**src/rtl/mips_mc_pkg.sv**
```systemverilog
// Shared encodings for the multi-cycle MIPS controller: states, opcode/funct
// constants, ALU operation codes and datapath mux-select codes.
package mips_mc_pkg;

  typedef enum logic [3:0] {
    S_FETCH    = 4'd0,
    S_DECODE   = 4'd1,
    S_MEM_ADDR = 4'd2,
    S_MEM_RD   = 4'd3,
    S_WB_MEM   = 4'd4,
    S_MEM_WR   = 4'd5,
    S_EXEC_R   = 4'd6,
    S_WB_R     = 4'd7,
    S_BRANCH   = 4'd8,
    S_JUMP     = 4'd9,
    S_EXEC_I   = 4'd10,
    S_WB_I     = 4'd11,
    S_JR       = 4'd12,
    S_JAL      = 4'd13,
    S_ILLEGAL  = 4'd14,
    S_UNDEF    = 4'd15
  } state_t;

  localparam logic [5:0] OPC_RTYPE = 6'b000000;
  localparam logic [5:0] OPC_LW    = 6'b100011;
  localparam logic [5:0] OPC_SW    = 6'b101011;
  localparam logic [5:0] OPC_BEQ   = 6'b000100;
  localparam logic [5:0] OPC_ADDI  = 6'b001000;
  localparam logic [5:0] OPC_SLTI  = 6'b001010;
  localparam logic [5:0] OPC_J     = 6'b000010;
  localparam logic [5:0] OPC_JAL   = 6'b000011;

  localparam logic [5:0] FUNC_ADD  = 6'b100000;
  localparam logic [5:0] FUNC_SUB  = 6'b100010;
  localparam logic [5:0] FUNC_AND  = 6'b100100;
  localparam logic [5:0] FUNC_OR   = 6'b100101;
  localparam logic [5:0] FUNC_SLT  = 6'b101010;
  localparam logic [5:0] FUNC_JR   = 6'b001000;

  localparam logic [2:0] ALU_ADD = 3'b010;
  localparam logic [2:0] ALU_SUB = 3'b110;
  localparam logic [2:0] ALU_AND = 3'b000;
  localparam logic [2:0] ALU_OR  = 3'b001;
  localparam logic [2:0] ALU_SLT = 3'b111;

  localparam logic [1:0] REG_DST_RT = 2'b00;
  localparam logic [1:0] REG_DST_RD = 2'b01;
  localparam logic [1:0] REG_DST_RA = 2'b10;

  localparam logic [1:0] M2R_ALUOUT = 2'b00;
  localparam logic [1:0] M2R_MDR    = 2'b01;
  localparam logic [1:0] M2R_PC     = 2'b10;

  localparam logic       SRC_A_PC  = 1'b0;
  localparam logic       SRC_A_REG = 1'b1;

  localparam logic [1:0] SRC_B_REG    = 2'b00;
  localparam logic [1:0] SRC_B_FOUR   = 2'b01;
  localparam logic [1:0] SRC_B_IMM    = 2'b10;
  localparam logic [1:0] SRC_B_IMM_SH = 2'b11;

  localparam logic [1:0] PC_SRC_ALU    = 2'b00;
  localparam logic [1:0] PC_SRC_ALUOUT = 2'b01;
  localparam logic [1:0] PC_SRC_JUMP   = 2'b10;
  localparam logic [1:0] PC_SRC_REG    = 2'b11;

endpackage

```
**src/rtl/mc_alu_decode.sv**
```systemverilog
// R-type funct to ALU operation decode; valid flags the supported arithmetic
// functs so DECODE can route everything else to ILLEGAL.
module mc_alu_decode
  import mips_mc_pkg::*;
(
  input  logic [5:0] func,
  output logic [2:0] alu_operation,
  output logic       valid
);

  always_comb begin
    alu_operation = ALU_ADD;
    valid         = 1'b1;
    case (func)
      FUNC_ADD: alu_operation = ALU_ADD;
      FUNC_SUB: alu_operation = ALU_SUB;
      FUNC_AND: alu_operation = ALU_AND;
      FUNC_OR:  alu_operation = ALU_OR;
      FUNC_SLT: alu_operation = ALU_SLT;
      default:  valid = 1'b0;
    endcase
  end

endmodule

```
**src/rtl/multicycle_controller.sv**
```systemverilog
// Moore control FSM for a multi-cycle MIPS datapath with a shared memory.
// state    | meaning
// FETCH    | read instr, IR <= mem[PC], PC <= PC+4
// DECODE   | ALUOut <= branch target, dispatch on opc
// MEM_ADDR | ALUOut <= A + sext(imm)
// MEM_RD   | MDR <= mem[ALUOut]
// WB_MEM   | rt <= MDR
// MEM_WR   | mem[ALUOut] <= B
// EXEC_R   | ALUOut <= A op B
// WB_R     | rd <= ALUOut
// BRANCH   | PC <= ALUOut if A == B
// JUMP     | PC <= jump target
// EXEC_I   | ALUOut <= A op sext(imm)
// WB_I     | rt <= ALUOut
// JR       | PC <= A
// JAL      | $31 <= PC, PC <= jump target
// ILLEGAL  | unsupported instruction
module multicycle_controller
  import mips_mc_pkg::*;
#(
  parameter bit HALT_ON_ILLEGAL = 1'b1
) (
  input  logic       clk,
  input  logic       rst,
  input  logic [5:0] opc,
  input  logic [5:0] func,
  input  logic       zero,
  output logic       pc_write,
  output logic       pc_write_cond,
  output logic       iord,
  output logic       mem_read,
  output logic       mem_write,
  output logic       ir_write,
  output logic       reg_write,
  output logic [1:0] reg_dst,
  output logic [1:0] mem_to_reg,
  output logic       alu_src_a,
  output logic [1:0] alu_src_b,
  output logic [2:0] alu_operation,
  output logic [1:0] pc_src,
  output logic       instr_done,
  output logic       illegal
);

  state_t     state_q, state_d;
  logic [2:0] r_alu_op;
  logic       r_func_valid;

  // The branch decision is taken by the datapath (pc_write_cond & zero).
  logic unused_zero;
  assign unused_zero = zero;

  mc_alu_decode u_alu_decode (
    .func          (func),
    .alu_operation (r_alu_op),
    .valid         (r_func_valid)
  );

  always_ff @(posedge clk or posedge rst) begin
    if (rst) state_q <= S_FETCH;
    else     state_q <= state_d;
  end

  always_comb begin
    state_d       = S_FETCH;
    pc_write      = 1'b0;
    pc_write_cond = 1'b0;
    iord          = 1'b0;
    mem_read      = 1'b0;
    mem_write     = 1'b0;
    ir_write      = 1'b0;
    reg_write     = 1'b0;
    reg_dst       = REG_DST_RT;
    mem_to_reg    = M2R_ALUOUT;
    alu_src_a     = SRC_A_PC;
    alu_src_b     = SRC_B_REG;
    alu_operation = ALU_ADD;
    pc_src        = PC_SRC_ALU;
    instr_done    = 1'b0;
    illegal       = 1'b0;

    case (state_q)
      S_FETCH: begin
        mem_read  = 1'b1;
        ir_write  = 1'b1;
        alu_src_b = SRC_B_FOUR;
        pc_write  = 1'b1;
        pc_src    = PC_SRC_ALU;
        state_d   = S_DECODE;
      end
      S_DECODE: begin
        alu_src_b = SRC_B_IMM_SH;
        case (opc)
          OPC_RTYPE: begin
            if (func == FUNC_JR)   state_d = S_JR;
            else if (r_func_valid) state_d = S_EXEC_R;
            else                   state_d = S_ILLEGAL;
          end
          OPC_LW, OPC_SW:       state_d = S_MEM_ADDR;
          OPC_BEQ:              state_d = S_BRANCH;
          OPC_ADDI, OPC_SLTI:   state_d = S_EXEC_I;
          OPC_J:                state_d = S_JUMP;
          OPC_JAL:              state_d = S_JAL;
          default:              state_d = S_ILLEGAL;
        endcase
      end
      S_MEM_ADDR: begin
        alu_src_a = SRC_A_REG;
        alu_src_b = SRC_B_IMM;
        state_d   = (opc == OPC_LW) ? S_MEM_RD : S_MEM_WR;
      end
      S_MEM_RD: begin
        iord     = 1'b1;
        mem_read = 1'b1;
        state_d  = S_WB_MEM;
      end
      S_WB_MEM: begin
        reg_write  = 1'b1;
        reg_dst    = REG_DST_RT;
        mem_to_reg = M2R_MDR;
        instr_done = 1'b1;
      end
      S_MEM_WR: begin
        iord       = 1'b1;
        mem_write  = 1'b1;
        instr_done = 1'b1;
      end
      S_EXEC_R: begin
        alu_src_a     = SRC_A_REG;
        alu_src_b     = SRC_B_REG;
        alu_operation = r_alu_op;
        state_d       = S_WB_R;
      end
      S_WB_R: begin
        reg_write  = 1'b1;
        reg_dst    = REG_DST_RD;
        mem_to_reg = M2R_ALUOUT;
        instr_done = 1'b1;
      end
      S_BRANCH: begin
        alu_src_a     = SRC_A_REG;
        alu_src_b     = SRC_B_REG;
        alu_operation = ALU_SUB;
        pc_write_cond = 1'b1;
        pc_src        = PC_SRC_ALUOUT;
        instr_done    = 1'b1;
      end
      S_JUMP: begin
        pc_write   = 1'b1;
        pc_src     = PC_SRC_JUMP;
        instr_done = 1'b1;
      end
      S_EXEC_I: begin
        alu_src_a     = SRC_A_REG;
        alu_src_b     = SRC_B_IMM;
        alu_operation = (opc == OPC_SLTI) ? ALU_SLT : ALU_ADD;
        state_d       = S_WB_I;
      end
      S_WB_I: begin
        reg_write  = 1'b1;
        reg_dst    = REG_DST_RT;
        mem_to_reg = M2R_ALUOUT;
        instr_done = 1'b1;
      end
      S_JR: begin
        pc_write   = 1'b1;
        pc_src     = PC_SRC_REG;
        instr_done = 1'b1;
      end
      S_JAL: begin
        reg_write  = 1'b1;
        reg_dst    = REG_DST_RA;
        mem_to_reg = M2R_PC;
        pc_write   = 1'b1;
        pc_src     = PC_SRC_JUMP;
        instr_done = 1'b1;
      end
      S_ILLEGAL: begin
        illegal = 1'b1;
        if (HALT_ON_ILLEGAL) begin
          state_d = S_ILLEGAL;
        end else begin
          instr_done = 1'b1;
          state_d    = S_FETCH;
        end
      end
      default: state_d = S_FETCH;
    endcase

    // Reset masks the FETCH decode so nothing is issued while rst is held.
    if (rst) begin
      pc_write      = 1'b0;
      pc_write_cond = 1'b0;
      iord          = 1'b0;
      mem_read      = 1'b0;
      mem_write     = 1'b0;
      ir_write      = 1'b0;
      reg_write     = 1'b0;
      reg_dst       = REG_DST_RT;
      mem_to_reg    = M2R_ALUOUT;
      alu_src_a     = SRC_A_PC;
      alu_src_b     = SRC_B_REG;
      alu_operation = ALU_ADD;
      pc_src        = PC_SRC_ALU;
      instr_done    = 1'b0;
      illegal       = 1'b0;
    end
  end

endmodule

```
**config.mk**
```make
export PLATFORM = sky130hd
export DESIGN_NAME = multicycle_controller
export DESIGN_NICKNAME = d
export VERILOG_FILES = /design/src/rtl/mips_mc_pkg.sv /design/src/rtl/mc_alu_decode.sv /design/src/rtl/multicycle_controller.sv
export SDC_FILE = /design/constraint.sdc
export NUM_CORES = 1
export LEC_CHECK = 0
export ABC_CLOCK_PERIOD_IN_PS = 2100
export CAP_MARGIN = 20
export CORE_ASPECT_RATIO = 0.75
export CORE_MARGIN = 3
export CORE_UTILIZATION = 31
export CTS_CLUSTER_DIAMETER = 80
export DETAILED_ROUTE_END_ITERATION = 7
export PLACE_DENSITY = 0.71
export SKIP_LAST_GASP = 1
export SYNTH_ARGS = -nofsm -noshare
export SYNTH_HDL_FRONTEND = slang
export SYNTH_HIERARCHICAL = 1
export SYNTH_SLANG_ARGS = --single-unit
```
**constraint.sdc**
```tcl
create_clock -name clk -period 2.1 [get_ports clk]
set_input_delay 0.21 -clock clk [delete_from_list [all_inputs] [get_ports clk]]
set_output_delay 0.21 -clock clk [all_outputs]
set_load 0.01 [all_outputs]
```
* Yosys cells after proc, flatten, opt, wreduce, memory -nomap -nowiden *
Index checks and enable logic that the tools add are counted.

storage, ports and cells
  register bits = 4
  input bits = 15
  output and inout bits = 21
  word-level logic and storage cells = 79

cells by class
  equality and inequality tests = 27
  reduce and logical (&&, ||, !) cells = 13
  muxes and demuxes = 38

operators by type and width
  operator                                                               number
  6-bit equality test, second input constant                             7
  4-bit equality test, second input constant                             7
  4-bit case mux with 7 select lines                                     1
  4-bit case mux with 6 select lines                                     1
  1-bit 2-to-1 mux                                                       21
  6-bit by 4-bit equality test with 1-bit output, second input constant  3
  4-bit by 3-bit equality test with 1-bit output, second input constant  4
  6-bit by 2-bit equality test with 1-bit output, second input constant  2
  2-bit case mux with 3 select lines                                     2
  3-bit case mux with 4 select lines                                     1
  2-bit OR reduction                                                     6
  4-bit OR reduction                                                     3
  3-bit 2-to-1 mux                                                       3
  3-bit case mux with 3 select lines                                     1
  4-bit by 2-bit equality test with 1-bit output, second input constant  2
  2-bit 2-to-1 mux                                                       4
  4-bit 2-to-1 mux                                                       2
  2-bit case mux with 2 select lines                                     2
  8-bit OR reduction                                                     1
  6-bit by 3-bit equality test with 1-bit output, second input constant  1
  6-bit logical NOT                                                      1
  5-bit OR reduction                                                     1
  4-bit by 1-bit equality test with 1-bit output, second input constant  1
  4-bit logical NOT                                                      1

* Logic depth before layout (Yosys ltp) *
Gate-level depths: netlist (run 1).

  depth in word-level cells = 7
  depth in mapped cells = 5
  depth with buffers taken out = 4

* Modules after synthesis *
Netlist (run 1), hierarchy kept.

modules (own cells, without submodules)
  module                 area each (sq um)  sequential area each (sq um)  instances  cells an instance
  multicycle_controller  658.1              100.1                         1          93
  mc_alu_decode          86.3               0.0                           1          9

* Least setup slack after synthesis (run 1) *
No wires, ideal clock.

  path type = input to output
  from = input func[4]
  to = output alu_operation[1]
  path slack = 0.494 ns
  stages on the path = 3
  data arrival time = 1.396 ns
  buffers on the path = 0
  data required time = 1.890 ns
  cell sequence = nand2b_4 or4b_4 or4_1

on the way
  cells in the longest elaborated chain, start to end = 4
  elaborated cells between the ends (all ways) = 7
  those cells by class = eq/ne (4); mux (3)

RTL lines
  element                                 line                          text
  from (decl)                             multicycle_controller.sv:26   input logic [5:0] func,
  6-bit equality test                     mc_alu_decode.sv:14           case (func)
  3-bit case mux with 4 select lines (*)  mc_alu_decode.sv:14
  via r_alu_op[1]                         multicycle_controller.sv:46   logic [2:0] r_alu_op;
  3-bit case mux with 3 select lines (*)  multicycle_controller.sv:82   case (state_q)
  3-bit 2-to-1 mux (*)                    multicycle_controller.sv:191  if (rst) begin
  to (decl)                               multicycle_controller.sv:39   output logic [2:0] alu_operation,

Mark *: on every way through the listed nets, which the timed path passes. The rest lies on a longest branch.

* Worst setup path in the final report (run 1) *
  from = input func[4]
  to = output alu_operation[2]

The elaborated chain is that of the path after synthesis.

==> results of run 1 <==
==> synthesized netlist by cell type (all sizes together) <==
library cell / count
xnor2: 2
clkbuf: 3
a22oi: 1
a41oi: 1
dfrtp: 4
buf: 5
or4b: 1
mux2i: 1
nand4bb: 2
a21o: 2
a211oi: 2
a31oi: 2
nor4: 3
nand3b: 1
o2bb2a: 1
mux2: 1
a21oi: 5
and2: 1
a32o: 1
inv: 1
nor3: 12
nand3: 4
nand2b: 6
and3: 3
nor3b: 1
nor4b: 4
or2: 2
a211o: 1
nand2: 6
o21ai: 4
nand4: 1
or4: 1
o31ai: 1
nor2b: 5
nor2: 11
==> worst paths after layout <==
path	from	to	slack, ns	cells after the start
min in group clk	state_q[2]$_DFF_PP0_	state_q[2]$_DFF_PP0_	0.70	2
setup reg to reg	state_q[3]$_DFF_PP0_	state_q[2]$_DFF_PP0_	0.73	5
setup / recovery	func[4]	alu_operation[2]	-0.03	7
max in group asynchronous	rst	state_q[1]$_DFF_PP0_	1.56	3
hold / removal	rst	state_q[3]$_DFF_PP0_	0.41	3
hold reg to reg	state_q[2]$_DFF_PP0_	state_q[2]$_DFF_PP0_	0.70	2
==> through the flow <==
stage | hold slack, ns | setup TNS (ns) | worst slack (ns) | instance area (um^2)
global placement | 0.631 | -0.634 | -0.408 | 1220
finish | 0.410 | -0.0263 | -0.0263 | 1360
global route | 0.448 | -0.152 | -0.129 | 1360
detailed placement | 0.625 | -0.717 | -0.428 | 1220
CTS | 0.376 | -0.153 | -0.153 | 1250
floorplan | -0.00534 | 0 | 0.494 | 744
==> cell families (layout without fill, tap and decap cells) <==
logic type | count (synthesis) | count (layout) | share of synthesized area
muxes | 2 | 2 | 0.0286
AOI/OAI and AO/OA | 21 | 21 | 0.210
and+or+nand+nor | 64 | 64 | 0.534
buffers and inverters | 9 | 67 | 0.0689
xor gates and xnor gates | 2 | 2 | 0.0235
DFF | 4 | 4 | 0.134
==> metal layers <==
metal / part of all wire / global-route usage / vias to the layer above
met5: 0 / 0 / -
met4: 0.014 / 0.0659 / 0
met3: 0.061 / 0.0231 / 5
met2: 0.46 / 0.237 / 41
met1: 0.46 / 0.197 / 469
li1: - / - / 503
==> cell type report <==
| class | count | area, um^2 |
|---|---|---|
| fillers | 188 | 781 |
| multi-input cells | 89 | 628 |
| repair buffers | 63 | 557 |
| flip-flops and latches | 4 | 105 |
| well taps | 32 | 40.0 |
| clock buffers | 3 | 22.5 |
| inverters | 1 | 3.75 |
==> timing repair <==
item,CTS,global route
pin swaps,0,1
cloned,0,0
setup endpoints to repair,10,7
gates resized for setup,12,11
buffers inserted,0,10
==> placed cells by master, fill, tap and decap left out, types with 3 or more instances in the layout <==
master	instances
nand2b_4	3
nor4b_1	3
nand2b_1	3
clkdlybuf4s50_1	28
nor4_1	3
nor2b_1	4
nand3_1	3
dfrtp_2	4
nand2_1	6
and3_1	3
buf_4	29
o21ai_0	4
a21oi_1	5
nor3_1	10
nor2_1	10
dlygate4sd2_1	4
clkbuf_4	3
==> power groups by stage <==
| stage | clock network, uW | logic, uW | registers [uW] |
|---|---|---|---|
| after global routing | 110 | 986 | 207 |
| after floorplan | 0 | 466 | 134 |
| after CTS | 100 | 727 | 217 |
| final | 99.0 | 913 | 199 |
| after detailed placement | 0 | 725 | 209 |
| after global placement | 0 | 709 | 205 |
==> worst max-delay path: stages <==
cell             delay (ns)
clkdlybuf4s50_1        0.42
nand2b_4               0.15
buf_4                  0.14
nor4b_1                0.30
nand3_1                0.14
a211oi_2               0.26
dlygate4sd2_1          0.30
==> qor.yml, run 1 <==
synth:
  synth.top_cells.by_area: "dfrtp_1, nor3_1, nor2_1, nor4b_1, nand2b_1"
  ys_types: 41
  yosys.area.top_type_share: 0.134
  ys_seq_area_frac: 0.134
  synthCells: 102
  synth_nets: 117
  syn_area_per_cell_um2: 7.30
  yosys.area.top_type: "dfrtp_1"
  ys_warn_count: 6
  ys_ff_latch: 4
  synth.cell_area_um2: 744
layout:
  n_antenna_cell: 0
  fin_cells: 192
  area_growth_syn_to_layout_pct: 82.2
  largest_reg_flops: 4
  fin_util: 0.635
  top_regs: "state_q (4)"
  top_register: "state_q"
  final_nets: 177
  drive_gt1_frac: 0.338
drt:
  via_per_inst: 5.30
  avgRoutedWirePerCell_um: 13.7
  wl_mm: 2.62
  drt_iter0_drc: 58
  drt_first_pass_iters: 4
  vias: 1018
  route.detailed.drc: 0
  ant_nets: 0
clock_tree:
  holdBufCountCts: 0
  clk_pin_slew_ns: 0.04
  clk_latency_ns: 0.25
  clock-sinks: 4
  cts_buffer_depth: 2
  htreeDepth: 1
  cts-root-buf: "clkbuf_4"
  cts_buffers: 3
  cts_tree: "done"
floorplanning:
  io_pins: 36
  die_h_um: 48.4
  die_w_um: 62.6
  core_area_mm2: 0.00214
  dieArea_mm2: 0.00303
  std_cell_rows: 14
  initial_core_util: 0.348
place:
  dp_hpwl_mm: 1.86
  gp_congestion: 0.749
  place_inst: 179
  io_buffers: 34
timing:
  finalMaxSlewViolations: 0
  fmax_mhz: 470
  setup_violations: 1
  slew_headroom: 0.764
  finalWorstSetupSlack_ns: -0.0263
  finalCritPeriodShare: 1.01
  worst_pin_slew_ns: 0.349
  finalCriticalPeriod_ns: 2.13
  finClkSkew_ns: 0.0134
  hold_violations: 0
critical_path:
  crit_type: "in2out"
  critical_path_required_ns: 1.89
  arrival_ns: 1.92
  crit_path_end_kind: "primary output"
  cp_max_fo: 3
  cp-start-kind: "input pin"
outcome:
  outcome: "finished, violations left"
  violations: "negative setup slack"
pwr:
  leakage_uw: 0.000556
  peakVddDrop_uv: 473
  seqPwrFrac: 0.165
  p_int_uw: 668
  power_uw: 1210
  powerDensity_mw_per_mm2: 893
  p_sw_uw: 543
  pwr-share-clk: 0.082
  combPwrFrac: 0.754
  swShare: 0.448
global_routing:
  grt_pass1_wl_mm: 3.68
  antenna_found_initial: 0
  grt_overflow_total: 0
  grt_pass1_vias: 848
  grtUsageTotal: 0.148
  grt_max_degree: 20
min_path:
  hold_class: "in2async"
job:
  max_cap_viol_count: 0
(Power assumes the default switching activity.)
==> run 2, diff against run 1 <==
--- a/config.mk
+++ b/config.mk
@@ -13,6 +13,7 @@
 export CTS_CLUSTER_DIAMETER = 80
 export DETAILED_ROUTE_END_ITERATION = 7
 export PLACE_DENSITY = 0.71
+export REMOVE_ABC_BUFFERS = 1
 export SKIP_LAST_GASP = 1
 export SYNTH_ARGS = -nofsm -noshare
 export SYNTH_HDL_FRONTEND = slang
==> run 2 against run 1 <==
The flow still finishes with violations (negative setup slack). Setup slack got worse by 0.013 ns. Global-route usage increased by 1.1 points. Sequential power up 5%. Sequential share of layout area up 0.11 points. Register-to-register slack got worse by 0.02 ns. Combinational power decreased by 6.5%. Clock skew fell by 0.010 ns. Maximum frequency decreased by 0.58%. Critical path depth decreased by 2. Clock power is 5.1% lower. Largest power group unchanged. Highest routed layer unchanged. Via count fell by 3.2%.
==> qor.yml, run 2 (same netlist as run 1, synthesis figures left out) <==
layout:
  final_cell_mix: "clkdlybuf4s50_1, buf_4, nor2_1, nor3_1"
  fin_cells: 188
  drive_gt1_frac: 0.321
  top_regs: "state_q (4)"
  largest_reg_flops: 4
  final_nets: 173
  final_area_mm2: 0.00134
  fill_cells: 196
  top_register: "state_q"
  area_growth_syn_to_layout_pct: 79.7
  final_common_cell: "clkdlybuf4s50_1"
  n_antenna_cell: 0
timing:
  worst_pin_slew_ns: 0.386
  slew_headroom: 0.739
  finalMaxSlewViolations: 0
  finClkSkew_ns: 0.00294
  hold_violations: 0
  tns_ns: -0.0388
  rsz0062_at_grt: "true"
  finalCriticalPeriod_ns: 2.14
  finalCritPeriodShare: 1.02
  setup_violations: 1
  fmax_mhz: 468
  finalWorstSetupSlack_ns: -0.0388
clock_tree:
  clk_pin_slew_ns: 0.04
  clock-sinks: 4
  cts_buffer_depth: 2
  cts-root-buf: "clkbuf_4"
  cts_buffers: 3
  clk_latency_ns: 0.23
  cts_tree: "done"
  holdBufCountCts: 0
  htreeDepth: 1
pwr:
  leakage_uw: 0.000552
  peakVddDrop_uv: 438
  powerDensity_mw_per_mm2: 865
global_routing:
  grt_pass1_wl_mm: 3.98
  grt_pass1_vias: 888
  grtUsageTotal: 0.159
  grt_max_degree: 15
  antenna_found_initial: 0
  grt_overflow_total: 0
critical_path:
  critical_path_required_ns: 1.89
  arrival_ns: 1.93
  cp_max_fo: 2
  cp-start-kind: "input pin"
  crit_path_end_kind: "primary output"
  critPathSlowestCell: "or4_1"
  slowest_delay_ns: 0.50
  crit_buf_inv: 2
  crit_type: "in2out"
  cp_top_family: "simple AND/OR/NAND/NOR gates"
  path_cells: "clkdlybuf4s50_1 -> nand2b_4 -> or4b_4 -> or4_1 -> clkbuf_2"
drt:
  drt_first_pass_iters: 4
  wl_mm: 2.54
  route.detailed.drc: 0
  via_per_inst: 5.24
  vias: 985
  avgRoutedWirePerCell_um: 13.5
  drt_iter0_drc: 27
  ant_nets: 0
outcome:
  outcome: "finished, violations left"
  violations: "negative setup slack"
floorplanning:
  die_h_um: 48.4
  io_pins: 36
  die_w_um: 62.6
  dieArea_mm2: 0.00303
  initial_core_util: 0.348
  core_area_mm2: 0.00214
  std_cell_rows: 14
place:
  place_inst: 180
  io_buffers: 34
  post_dp_cell_area_mm2: 0.00124
  dp_hpwl_mm: 1.93
  gp_congestion: 0.791
job:
  max_cap_viol_count: 0
min_path:
  hold_class: "in2async"
-- run 2: worst paths after layout --
path	endpoint	cells after the start	slack, ns	from
max	alu_operation[1]	5	-0.04	func[4]
min	state_q[1]$_DFF_PP0_	3	0.10	rst
max reg2reg	state_q[2]$_DFF_PP0_	5	0.71	state_q[3]$_DFF_PP0_
min reg2reg	state_q[2]$_DFF_PP0_	1	0.66	state_q[2]$_DFF_PP0_
max in group asynchronous	state_q[2]$_DFF_PP0_	3	1.88	rst
min in group clk	state_q[3]$_DFF_PP0_	6	0.66	func[5]
-- run 2: final cells by class --
type                            count  area, um^2  area share
Inverter                            1        3.75     0.00281
Multi-Input combinational cell     89         627       0.469
Clock buffer                        3        22.5      0.0168
Timing Repair Buffer               59         539       0.403
Sequential cell                     4         105      0.0786
Tap cell                           32        40.0      0.0299
-- run 2: power by group --
group | switching (uW) | internal [uW]
clock | 30.2 | 63.8
combinational | 392 | 462
sequential | 92.6 | 117
total | 515 | 642
-- run 2: worst reg2reg max path, cell delays in order, from the launching register on --
cell     delay (ns)
dfrtp_2        0.44
buf_4          0.16
or2_2          0.31
a41oi_1        0.17
o21ai_0        0.11
o31ai_1        0.09
-- run 2: routing by layer --
layer,track usage,vias to the layer above,routed length [um]
met1,0.211,450,1180
met4,0.0623,0,19
li1,-,494,-
met3,0.0231,3,134
met2,0.260,38,1210
met5,0,-,0
-- run 2: per-stage QoR --
stage / utilization / power, uW / setup slack (ns) / hold WS, ns
floorplan: - / 559 / 0.494 / -0.00534
global placement: 0.580 / 924 / -0.385 / 0.662
detailed placement: 0.580 / 942 / -0.392 / 0.659
CTS: 0.591 / 1040 / -0.193 / 0.441
global route: 0.626 / 1240 / -0.0791 / 0.129
finish: 0.626 / 1160 / -0.0388 / 0.101
-- run 2: timing repair --
action,4_1_cts,5_1_grt
setup buffers,0,5
endpoints found under the setup margin,7,6
resized for setup,8,13
